[src/rtl/tlc_multi_dir.sv]
// tlc_multi_dir: traffic-light controller for NUM_DIR approaches.
// One direction at a time runs GREEN -> YELLOW -> ALLRED; the next green is
// chosen round-robin over the demand flags. Adds a run/hold enable and a
// night flash mode. All outputs are registered.
module tlc_multi_dir #(
  parameter int  NUM_DIR    = 2,
  parameter int  CNT_W      = 8,
  parameter int  GREEN_CYC  = 8,
  parameter int  YELLOW_CYC = 3,
  parameter int  ALLRED_CYC = 1,
  parameter int  FLASH_CYC  = 4,
  localparam int DIR_W      = (NUM_DIR > 1) ? $clog2(NUM_DIR) : 1
) (
  input  logic                 clk,
  input  logic                 rst,
  input  logic                 en,
  input  logic                 flash_mode,
  input  logic [NUM_DIR-1:0]   demand,
  output logic [3*NUM_DIR-1:0] light,
  output logic [DIR_W-1:0]     active_dir,
  output logic [1:0]           phase
);

  typedef enum logic [1:0] {
    PH_ALLRED = 2'd0,
    PH_GREEN  = 2'd1,
    PH_YELLOW = 2'd2,
    PH_FLASH  = 2'd3
  } phase_t;

  // Timer reload values: a phase of N cycles counts N-1 down to 0.
  localparam logic [CNT_W-1:0] LP_GREEN_LD  = CNT_W'(GREEN_CYC - 1);
  localparam logic [CNT_W-1:0] LP_YELLOW_LD = CNT_W'(YELLOW_CYC - 1);
  localparam logic [CNT_W-1:0] LP_ALLRED_LD = CNT_W'(ALLRED_CYC - 1);
  localparam logic [CNT_W-1:0] LP_FLASH_LD  = CNT_W'(FLASH_CYC - 1);

  localparam logic [2:0] LP_RED    = 3'b100;
  localparam logic [2:0] LP_GRN    = 3'b010;
  localparam logic [2:0] LP_YEL    = 3'b001;
  localparam logic [2:0] LP_OFF    = 3'b000;
  localparam logic [DIR_W:0] LP_NUM = (DIR_W + 1)'(NUM_DIR);

  phase_t               r_phase;
  logic [DIR_W-1:0]     r_dir;
  logic [CNT_W-1:0]     r_timer;
  logic                 r_blink;
  logic [3*NUM_DIR-1:0] r_light;

  phase_t               w_phase_next;
  logic [DIR_W-1:0]     w_dir_next;
  logic [CNT_W-1:0]     w_timer_next;
  logic                 w_blink_next;
  logic [3*NUM_DIR-1:0] w_light_next;

  logic [DIR_W-1:0]     w_cand [NUM_DIR];
  logic [NUM_DIR-1:0]   w_cand_dem;
  logic [DIR_W-1:0]     w_pick;
  logic                 w_hit;
  logic                 w_tmr_zero;

  genvar gi;

  assign w_tmr_zero = (r_timer == '0);

  // Candidate k is the direction (active+1+k) mod NUM_DIR; the last
  // candidate is the active direction itself, reached after a full wrap.
  generate
    for (gi = 0; gi < NUM_DIR; gi++) begin : g_cand
      localparam logic [DIR_W:0] LP_OFS = (DIR_W + 1)'(gi + 1);
      logic [DIR_W:0] w_sum;
      assign w_sum          = {1'b0, r_dir} + LP_OFS;
      assign w_cand[gi]     = (w_sum >= LP_NUM) ? DIR_W'(w_sum - LP_NUM) : w_sum[DIR_W-1:0];
      assign w_cand_dem[gi] = demand[w_cand[gi]];
    end
  endgenerate

  // First candidate with demand wins; with no demand at all, plain rotation.
  always_comb begin
    w_pick = w_cand[0];
    w_hit  = 1'b0;
    for (int k = 0; k < NUM_DIR; k++) begin
      if (!w_hit && w_cand_dem[k]) begin
        w_pick = w_cand[k];
        w_hit  = 1'b1;
      end
    end
  end

  // Next-state logic: flash has priority over everything, en gates the
  // normal sequence, and FLASH exits as soon as flash_mode drops.
  always_comb begin
    w_phase_next = r_phase;
    w_dir_next   = r_dir;
    w_timer_next = r_timer;
    w_blink_next = r_blink;
    if (r_phase == PH_FLASH) begin
      if (!flash_mode) begin
        w_phase_next = PH_ALLRED;
        w_timer_next = LP_ALLRED_LD;
      end else if (w_tmr_zero) begin
        w_timer_next = LP_FLASH_LD;
        w_blink_next = ~r_blink;
      end else begin
        w_timer_next = r_timer - 1'b1;
      end
    end else if (flash_mode) begin
      w_phase_next = PH_FLASH;
      w_timer_next = LP_FLASH_LD;
      w_blink_next = 1'b1;
    end else if (en) begin
      if (w_tmr_zero) begin
        case (r_phase)
          PH_ALLRED: begin
            w_phase_next = PH_GREEN;
            w_dir_next   = w_pick;
            w_timer_next = LP_GREEN_LD;
          end
          PH_GREEN: begin
            w_phase_next = PH_YELLOW;
            w_timer_next = LP_YELLOW_LD;
          end
          default: begin
            w_phase_next = PH_ALLRED;
            w_timer_next = LP_ALLRED_LD;
          end
        endcase
      end else begin
        w_timer_next = r_timer - 1'b1;
      end
    end
  end

  // Lamp code per direction derived from the next state, so the registered
  // lights change on the same edge as the phase.
  generate
    for (gi = 0; gi < NUM_DIR; gi++) begin : g_lamp
      localparam logic [DIR_W-1:0] LP_ME = DIR_W'(gi);
      assign w_light_next[3*gi +: 3] =
          (w_phase_next == PH_FLASH)                         ? (w_blink_next ? LP_YEL : LP_OFF) :
          (w_phase_next == PH_GREEN  && w_dir_next == LP_ME) ? LP_GRN :
          (w_phase_next == PH_YELLOW && w_dir_next == LP_ME) ? LP_YEL :
                                                               LP_RED;
    end
  endgenerate

  // State and output registers; reset forces all-red immediately.
  always_ff @(posedge clk or posedge rst) begin
    if (rst) begin
      r_phase <= PH_ALLRED;
      r_dir   <= '0;
      r_timer <= LP_ALLRED_LD;
      r_blink <= 1'b1;
      r_light <= {NUM_DIR{LP_RED}};
    end else begin
      r_phase <= w_phase_next;
      r_dir   <= w_dir_next;
      r_timer <= w_timer_next;
      r_blink <= w_blink_next;
      r_light <= w_light_next;
    end
  end

  assign light      = r_light;
  assign active_dir = r_dir;
  assign phase      = r_phase;

endmodule

[config.mk]
export PLATFORM = sky130hd
export DESIGN_NAME = tlc_multi_dir
export DESIGN_NICKNAME = d
export VERILOG_FILES = /design/src/rtl/tlc_multi_dir.sv
export SDC_FILE = /design/constraint.sdc
export NUM_CORES = 1
export LEC_CHECK = 0
export ABC_AREA = 1
export CAP_MARGIN = 20
export CORE_UTILIZATION = 50
export DETAILED_ROUTE_END_ITERATION = 6
export GPL_TIMING_DRIVEN = 0
export PLACE_DENSITY = 0.75
export SYNTH_ARGS = -nofsm -noshare
export SYNTH_HDL_FRONTEND = slang
export SYNTH_SLANG_ARGS = --single-unit
[constraint.sdc]
create_clock -name clk -period 2.4 [get_ports clk]
set_clock_uncertainty 0.05 [all_clocks]
set_input_delay 0.36 -clock clk [delete_from_list [all_inputs] [get_ports clk]]
set_output_delay 0.36 -clock clk [all_outputs]
set_load 0.02 [all_outputs]
==> results of run 1 <==
-- how the worst min path moves through the flow --
stage                                  from                     end  slack, ns  cells after the start
after floorplan                         rst    active_dir$_DFF_PP0_       0.25                      1
after global placement    r_blink$_DFF_PP1_       r_blink$_DFF_PP1_       0.48                      2
after detailed placement  r_blink$_DFF_PP1_       r_blink$_DFF_PP1_       0.50                      2
after CTS                               rst      light[1]$_DFF_PP0_       0.45                      2
after global routing                    rst  r_timer[6]$_DFFE_PP0P_       0.48                      2
final                                   rst      light[1]$_DFF_PP0_       0.42                      2
-- state kept, by name (all words and copies together) (netlist names) --
register / flops
phase: 2
r_blink: 1
r_timer: 8
light: 6
active_dir: 1
-- final cells by class --
cell class | count | area (µm²)
fill | 156 | 608.1
multi-input combinational | 80 | 455.4
inverter | 16 | 60.06
sequential | 18 | 454.2
buffer | 1 | 7.507
tap | 25 | 31.28
clock buffer | 4 | 26.28
timing repair buffer | 14 | 140.1
-- kinds of logic after synthesis --
kind of cell / share of synthesized area [%]
AO/OA/AOI/OAI: 9.218
XOR/XNOR: 4.482
adder cells (fa/ha/maj): 2.305
buffers and inverters: 6.915
flip-flops: 46.48
AND/OR/NAND/NOR: 30.60
-- power by group through the flow --
stage / Combinational [mW] / Sequential, mW / Clock [mW]
floorplan: 0.405 / 0.503 / 0
global placement: 0.606 / 0.454 / 0
detailed placement: 0.618 / 0.461 / 0
CTS: 0.623 / 0.454 / 0.159
global route: 0.694 / 0.464 / 0.173
finish: 0.617 / 0.453 / 0.155
-- through the flow --
step	std cells	area, µm²
floorplan	115	977.2
global placement	154	1149
detailed placement	154	1149
CTS	158	1175
global route	158	1175
finish	158	1175
-- routing by layer --
metal  vias up  GRT usage [%]
li1        401              -
met1       364          25.55
met2        22          34.08
met3         2          3.529
met4         0          7.059
met5         -              0
-- cell usage in the layout (no fill, tap or decap), types with 2 or more instances in the layout --
| cell type | count |
|---|---|
| clkdlybuf4s50_1 | 14 |
| xor2_1 | 3 |
| inv_1 | 16 |
| o21ai_1 | 2 |
| clkbuf_4 | 4 |
| o211ai_1 | 2 |
| xnor2_1 | 2 |
| nand4_1 | 3 |
| nor3_1 | 2 |
| dfrtp_1 | 15 |
| nor2_2 | 4 |
| o21ai_0 | 9 |
| nand2_2 | 3 |
| dfstp_2 | 3 |
| nand3_1 | 3 |
| nor2_1 | 18 |
| nand2_1 | 18 |
==> run_results.csv, run 1 <==
group,metric,value,unit
clock_network,cts_root_buf,"clkbuf_4",
logic_synthesis,synth_common_cells,"nand2_1 (18), nor2_1 (18), inv_1 (16)",
clock_network,cts_made_buffers,3,
timing,tns,0,ns
timing,slew_headroom,55.65,%
clock_network,h-tree-depth,1,
power_and_ir_drop,leakagePower,0.5641,nW
logic_synthesis,async_flop_share,100.0,%
route,drt_iter0_drc,24,
clock_network,clk_latency,0.29,ns
setup_path,worstPathCellList,"clkdlybuf4s50_1",
route,routed.top_layer,"met4",
global_route,grt_antenna_before_repair,0,
clock_network,clockBufferDepth,2,
power_and_ir_drop,pwr-share-seq,37.0,%
setup_path,crit_cells,1,
layout,final_nets,141,
logic_synthesis,ys_warn_count,0,
logic_synthesis,post_synth_instance_area,977.2,µm²
power_and_ir_drop,finalPower,1.225,mW
placement,place_ws,0.4993,ns
clock_network,cts_tree,"yes",
route,wl_met2,889,µm
timing,hold_ws,0.4207,ns
power_and_ir_drop,comb_power_share,50.4,%
setup_path,reg2reg_from,"r_timer[0]$_DFFE_PP0P_",
layout,utilization,65.89,%
timing,hold_viol,0,
setup_path,arrival,1.41,ns
global_route,grt_pass1_wl,3001,µm
global_route,grt_usage,20.13,%
route,drt-pass1-iter-count,4,
placement,routabilityCongestion,0.8405,
logic_synthesis,yosys_most_used_dff,"dfrtp_1",
route,ant_nets,0,
timing,fmax,548.0,MHz
layout,areaGrowthSynthToFinish,20.23,%
setup_path,r2r-end,"light[2]$_DFF_PP1_",
setup_path,critPathMaxStageDelay,0.59,ns
timing,drv_slew,0,
logic_synthesis,synthTopCellsByArea,"dfrtp_1 (38%), dfstp_2 (8.1%), nand2_1 (6.9%)",
setup_path,critical_path.top_delay_family,"buffers and inverters",
setup_path,end_kind,"output port",
die,die_w,46.21,µm
clock_network,ctsHoldBuffers,0,
timing,tightest_slew,0.6645,ns
placement,numPortBuffers,14,
logic_synthesis,synth_seq_cells,18,
route,wl_met3,63,µm
logic_synthesis,post-synth-top-area-cell,"dfrtp_1",
clock_network,cts.repair.resized,0,
die,fp-row-count,15,
clock_network,cts.clk_slew.worst_paths,0.10,ns
global_route,grt_start_max_net_pins,19,
route,routed-via-count,789,
logic_synthesis,syn_inst,115,
die,ioPinCount,15,
global_route,grt_overflow_total,0,
die,die-area,0.002135,mm²
timing,setup_viol,0,
placement,hpwl,1361,µm
route,post-route-drc-count,0,
setup_path,required,1.99,ns
global_route,grt_pass1_vias,748,
die,die_h,46.21,µm
worst_hold_path,hp-class,"primary input to asynchronous set/reset pin",
route,met1_length,799,µm
power_and_ir_drop,intPower,716.1,µW
logic_synthesis,syn_area_per_cell,8.497,µm²
outcome,outcome,"complete, no violations",
logic_synthesis,synth_nets,122,
route,drt-total-wl,1767,µm
route,wl_per_cell,11.18,µm
logic_synthesis,synth-seq-area-share,46.48,%
setup_path,r2r.worst_path.cells,11,
setup_path,start_kind,"flip-flop",
logic_synthesis,synth_edf_count,0,
setup_path,worstSetupEndpoint,"light[2]",
timing,post-route-min-period,1.825,ns
clock_network,post_cts_buffers,0,
flow_run,max-cap-violations,0,
power_and_ir_drop,power.switching,508.5,µW
die,initial_core_util,54.81,%
setup_path,path_max_fanout,1,
route,drt-vias-per-instance,4.994,
clock_network,cts.sinks,18,
logic_synthesis,synth_top_area_share,38.41,%
die,coreArea,0.001783,mm²
power_and_ir_drop,pwr-share-clk,12.7,%
setup_path,cp_slowest_cell,"clkdlybuf4s50_1",
layout,drive_gt1_share,15.04,%
power_and_ir_drop,netSwitchingFraction,41.52,%
logic_synthesis,yosysUniqueCellTypes,27,
timing,post-route-period-util,76.04,%
setup_path,crit_buf_inv,1,
setup_path,crit_start,"light[2]$_DFF_PP1_",
layout,diodes,0,
power_and_ir_drop,power_density,1042,mW/mm²
setup_path,ff2ff_setup_slack,0.62,ns
power_and_ir_drop,ir_worst_vdd,672.3,µV
setup_path,path_class,"flip-flop to output port",
timing,worst_slack,0.5751,ns
timing,rsz0062_at_grt,"no",
(Power assumes the default switching activity.)
==> run 2: changes to the inputs <==
==> constraint.sdc (replaced) <==
create_clock -name clk -period 1.7 [get_ports clk]
set_clock_uncertainty 0.05 [all_clocks]
set_input_delay 0.255 -clock clk [delete_from_list [all_inputs] [get_ports clk]]
set_output_delay 0.255 -clock clk [all_outputs]
set_load 0.02 [all_outputs]
==> run 2 against run 1 <==
Worst setup slack got worse by 0.53 ns; final area rose by 6.3%; count of clock-buffer cells in the layout did not move; critical path depth did not move; sequential share of layout area fell by 2.3 points; non-clock buffer count rose by 3; final cell count rose by 2.5%; critical endpoint is now phase[1]; largest cell class unchanged.
==> run_results.csv, run 2 (same netlist as run 1, synthesis figures left out) <==
group,metric,value,unit
layout,multi_input_area,509.2,µm²
power_and_ir_drop,power_density,1524,mW/mm²
global_route,grt_overflow_total,0,
layout,utilization,70.04,%
clock_network,cts.sinks,18,
timing,post-route-period-util,97.60,%
layout,stdcell_area,0.001249,mm²
timing,hold_ws,0.3143,ns
route,routed-via-count,842,
layout,layout_commonest_cell,"nand2_1",
placement,hpwl,1361,µm
layout,drive_gt1_share,24.09,%
power_and_ir_drop,power.switching,824.0,µW
power_and_ir_drop,comb_power_share,54.4,%
placement,numPortBuffers,14,
setup_path,r2r.worst_path.cells,9,
layout,largest_register,"r_timer",
setup_path,path_max_fanout,6,
timing,tightest_slew,0.6688,ns
power_and_ir_drop,pwr-share-clk,11.7,%
global_route,grt_pass1_vias,790,
timing,worst_slack,0.04081,ns
global_route,grt_antenna_before_repair,0,
placement,placed_cell_area,0.001149,mm²
timing,fmax,602.7,MHz
timing,hold_viol,0,
placement,routabilityCongestion,0.8405,
die,die_h,46.21,µm
die,ioPinCount,15,
clock_network,clockBufferDepth,2,
power_and_ir_drop,leakagePower,0.5926,nW
global_route,grt_pass1_wl,3360,µm
setup_path,end_kind,"output port",
power_and_ir_drop,intPower,1.079,mW
route,ant_nets,0,
route,drt_iter0_drc,22,
clock_network,clk_latency,0.29,ns
layout,finalNonFillerCells,162,
setup_path,reg2reg_from,"r_timer[0]$_DFFE_PP0P_",
timing,setup_viol,0,
setup_path,worstPathCellList,"clkdlybuf4s50_1",
layout,final-seq-area,454.2,µm²
outcome,outcome,"complete, no violations",
layout,final_nets,145,
clock_network,cts_made_buffers,3,
setup_path,critical_path.top_delay_family,"buffers and inverters",
flow_run,max-cap-violations,0,
setup_path,critPathMaxStageDelay,0.63,ns
clock_network,h-tree-depth,1,
clock_network,cts_tree,"yes",
placement,dp.cells,154,
timing,drv_slew,0,
worst_hold_path,hp-class,"primary input to asynchronous set/reset pin",
layout,layout_common_cells,"nand2_1 (18), nor2_1 (15), dfrtp_1 (15)",
layout,areaGrowthSynthToFinish,27.79,%
die,initial_core_util,54.81,%
route,post-route-drc-count,0,
setup_path,r2r-end,"light[2]$_DFF_PP1_",
setup_path,arrival,1.35,ns
die,fp-row-count,15,
setup_path,cp_slowest_cell,"clkdlybuf4s50_1",
route,wl_per_cell,13.01,µm
timing,slew_headroom,55.36,%
power_and_ir_drop,ir_worst_vdd,1030,µV
setup_path,crit_buf_inv,1,
layout,diodes,0,
layout,nFillCells,149,
timing,post-route-min-period,1.659,ns
global_route,grt_usage,22.59,%
placement,place_ws,-0.09573,ns
timing,rsz0062_at_grt,"yes",
setup_path,required,1.39,ns
die,die_w,46.21,µm
layout,largest_reg_flops,8,
timing,tns,0,ns
route,drt-vias-per-instance,5.198,
route,drt-pass1-iter-count,4,
global_route,grt_start_max_net_pins,19,
power_and_ir_drop,pwr-share-seq,33.9,%
clock_network,cts_root_buf,"clkbuf_4",
setup_path,ff2ff_setup_slack,0.07,ns
die,coreArea,0.001783,mm²
setup_path,start_kind,"flip-flop",
power_and_ir_drop,finalPower,1.903,mW
die,die-area,0.002135,mm²
setup_path,path_class,"flip-flop to output port",
power_and_ir_drop,netSwitchingFraction,43.29,%
route,drt-total-wl,2108,µm
clock_network,cts.clk_slew.worst_paths,0.11,ns
==> run 2: timing repair <==
item / in CTS / in global routing
resized for setup: 6 / 9
cloned: 1 / 0
setup endpoints to repair: 11 / 10
endpoints found under the hold margin: 0 / 0
buffers inserted: 0 / 3
pin swaps: 1 / 3
hold buffers: 0 / 0
==> run 2: worst max path at each step <==
| stage | slack, ns | cells past startpoint | start | endpoint |
|---|---|---|---|---|
| floorplan | 0.15 | 9 | r_timer[0]$_DFFE_PP0P_ | r_timer[3]$_DFFE_PP0P_ |
| global placement | -0.06 | 8 | flash_mode | light[5]$_DFF_PP1_ |
| detailed placement | -0.1 | 8 | flash_mode | light[2]$_DFF_PP1_ |
| CTS | 0.02 | 11 | r_timer[0]$_DFFE_PP0P_ | light[2]$_DFF_PP1_ |
| global route | -0.02 | 9 | r_timer[0]$_DFFE_PP0P_ | light[2]$_DFF_PP1_ |
| finish | 0.04 | 1 | phase[1]$_DFF_PP0_ | phase[1] |
==> run 2: power by group through the flow <==
stage          combinational [mW]  clock, mW  sequential [mW]
2_1_floorplan               0.572          0            0.711
3_3_place_gp                0.855          0            0.641
3_5_place_dp                0.873          0            0.651
4_1_cts                     0.936      0.225            0.641
5_1_grt                      1.14      0.246            0.659
6_report                     1.03      0.223            0.646
==> run 2: cell type report <==
cell class | instances | area share [%]
Clock buffer | 4 | 2.104
Sequential cell | 18 | 36.37
Inverter | 16 | 4.810
Tap cell | 25 | 2.505
Timing Repair Buffer | 17 | 12.83
Buffer | 1 | 0.6012
Multi-Input combinational cell | 81 | 40.78
==> run 2: routing by layer <==
| layer | up-vias | GRT usage [%] | share of wire, % |
|---|---|---|---|
| li1 | 415 | - | - |
| met1 | 403 | 28.75 | 42 |
| met2 | 22 | 38.87 | 53 |
| met3 | 2 | 3.529 | 3.7 |
| met4 | 0 | 7.059 | 0.66 |
| met5 | - | 0 | 0 |
==> run 3: changes to the inputs <==
--- a/config.mk
+++ b/config.mk
@@ -10,7 +10,7 @@
 export CORE_UTILIZATION = 50
 export DETAILED_ROUTE_END_ITERATION = 6
 export GPL_TIMING_DRIVEN = 0
-export PLACE_DENSITY = 0.75
+export PLACE_DENSITY = 0.86
 export SYNTH_ARGS = -nofsm -noshare
 export SYNTH_HDL_FRONTEND = slang
 export SYNTH_SLANG_ARGS = --single-unit
==> run 3 against run 2 <==
Final cell count shrank 0.62%; sequential share of layout area shrank 0.11 points; non-clock buffer count shrank 1; worst setup slack gained 0.036 ns; fmax grew 2.2%; sequential cell count is the same; count of clock-buffer cells in the layout is the same; register-to-register slack gained 0.02 ns; via count grew 2.5%; sequential power is essentially flat; combinational power is essentially flat; global-route usage shrank 1.0 points; largest cell class unchanged; critical endpoint is now light[5]$_DFF_PP1_.
==> run_results.csv, run 3 (same netlist as run 1, synthesis figures left out) <==
group,metric,value,unit
placement,hpwl,1410,µm
die,initial_core_util,54.81,%
timing,post-route-period-util,95.48,%
clock_network,clockBufferDepth,2,
setup_path,arrival,1.80,ns
route,routed-via-count,863,
setup_path,worstPathCellList,"clkdlybuf4s50_1 -> inv_1 -> clkbuf_4 -> nand2_1 -> nor2_4 -> nand2_1 -> nor2_1 -> nor2_1",
timing,tightest_slew,0.6492,ns
clock_network,cts.sinks,18,
global_route,grt_overflow_total,0,
timing,drv_slew,0,
route,drt-total-wl,2147,µm
die,die_w,46.21,µm
global_route,grt_antenna_before_repair,0,
route,drt_iter0_drc,42,
clock_network,cts_tree,"yes",
clock_network,cts_made_buffers,3,
global_route,grt_pass1_vias,787,
setup_path,critPathMaxStageDelay,0.52,ns
layout,layout_commonest_cell,"nand2_1",
timing,worst_slack,0.07686,ns
power_and_ir_drop,ir_worst_vdd,954.5,µV
timing,hold_ws,0.2946,ns
route,drt-pass1-iter-count,4,
timing,slew_headroom,56.67,%
layout,diodes,0,
timing,setup_viol,0,
die,die_h,46.21,µm
route,post-route-drc-count,0,
clock_network,cts_root_buf,"clkbuf_4",
power_and_ir_drop,leakagePower,0.5998,nW
timing,hold_viol,0,
die,die-area,0.002135,mm²
route,ant_nets,0,
flow_run,max-cap-violations,0,
global_route,grt_pass1_wl,3277,µm
placement,routabilityCongestion,0.8515,
layout,largest_reg_flops,8,
layout,largest_register,"r_timer",
clock_network,h-tree-depth,1,
clock_network,ctsHoldBuffers,0,
global_route,grt_start_max_net_pins,19,
layout,drive_gt1_share,22.79,%
worst_hold_path,hp-class,"primary input to asynchronous set/reset pin",
clock_network,clk_latency,0.29,ns
outcome,outcome,"complete, no violations",
route,wl_per_cell,13.34,µm
layout,areaGrowthSynthToFinish,28.17,%
power_and_ir_drop,power_density,1553,mW/mm²
timing,post-route-min-period,1.623,ns
placement,numPortBuffers,14,
die,ioPinCount,15,
setup_path,path_max_fanout,10,
timing,fmax,616.1,MHz
layout,final_nets,144,
placement,place_ws,-0.05745,ns
setup_path,path_class,"primary input to flip-flop",
setup_path,cp_slowest_cell,"clkdlybuf4s50_1",
clock_network,cts.clk_slew.worst_paths,0.11,ns
setup_path,r2r.worst_path.cells,10,
global_route,grt_usage,21.58,%
die,coreArea,0.001783,mm²
setup_path,start_kind,"primary input",
setup_path,end_kind,"flip-flop",
layout,nFillCells,129,
setup_path,required,1.88,ns
route,drt-vias-per-instance,5.360,
die,fp-row-count,15,
layout,layout_common_cells,"nand2_1 (18), nor2_1 (16), dfrtp_1 (15)",
run 3: cell count changes in the layout (fill, tap and decap cells not counted):
cell / delta
nor2_1: +1
nor2_4: +1
nor2_2: -2
o21ai_1: +2
dlymetal6s2s_1: +1
clkdlybuf4s50_1: -1
clkbuf_1: -1
o21ai_2: -1
buf_4: -1
clkbuf_8: +1
o21ai_0: -1
run 3: final cells by class:
class	count	area, µm²	area share [%]
repair buffers	16	155.1	12.39
multi-input cells	81	508.0	40.56
inverters	16	60.06	4.795
flip-flops and latches	18	454.2	36.26
clock buffers	4	36.28	2.897
well taps	25	31.28	2.498
plain buffers	1	7.507	0.5994
run 3: worst paths after layout:
check | from | end | slack (ns)
worst min register to register | r_timer[7]$_DFFE_PP0P_ | r_timer[7]$_DFFE_PP0P_ | 0.51
worst max-delay path | flash_mode | light[5]$_DFF_PP1_ | 0.08
min in group clk | r_timer[7]$_DFFE_PP0P_ | r_timer[7]$_DFFE_PP0P_ | 0.51
max in group asynchronous | rst | phase[0]$_DFF_PP0_ | 0.89
worst min-delay path | rst | light[0]$_DFF_PP0_ | 0.29
worst max register to register | r_timer[2]$_DFFE_PP0P_ | light[5]$_DFF_PP1_ | 0.09
run 3: worst max-delay path, delay by kind of cell:
family / cells / cell delay (ns)
buf+inv: 3 / 0.93
simple gates: 5 / 0.60
run 3: power by group:
part | switching (mW) | internal (mW) | total, mW
Combinational | 0.611 | 0.422 | 1.03
Sequential | 0.0857 | 0.563 | 0.649
Clock | 0.133 | 0.130 | 0.263
run 3: what timing repair did:
action,in CTS,in global routing
setup buffers,1,1
setup endpoints to repair,11,14
gates resized for setup,4,12
pin swaps,1,2
cloned,1,0
run 3: layer usage:
metal / track usage [%] / vias to the layer above / wire (µm)
met3: 3.922 / 2 / 45
met2: 37.46 / 13 / 1126
met1: 26.24 / 436 / 955
met4: 8.235 / 0 / 21
met5: 0 / - / 0
li1: - / 412 / -
run 3: per-stage QoR:
stage	total power [mW]	cell area, µm²	setup TNS, ns	instances	util (%)
2_1_floorplan	1.282	977.2	0	115	-
3_3_place_gp	1.487	1149	-0.09892	154	64.42
3_5_place_dp	1.531	1149	-0.3147	154	64.42
4_1_cts	1.846	1209	0	160	67.79
5_1_grt	2.078	1252	-0.01248	161	70.25
6_report	1.946	1252	0	161	70.25
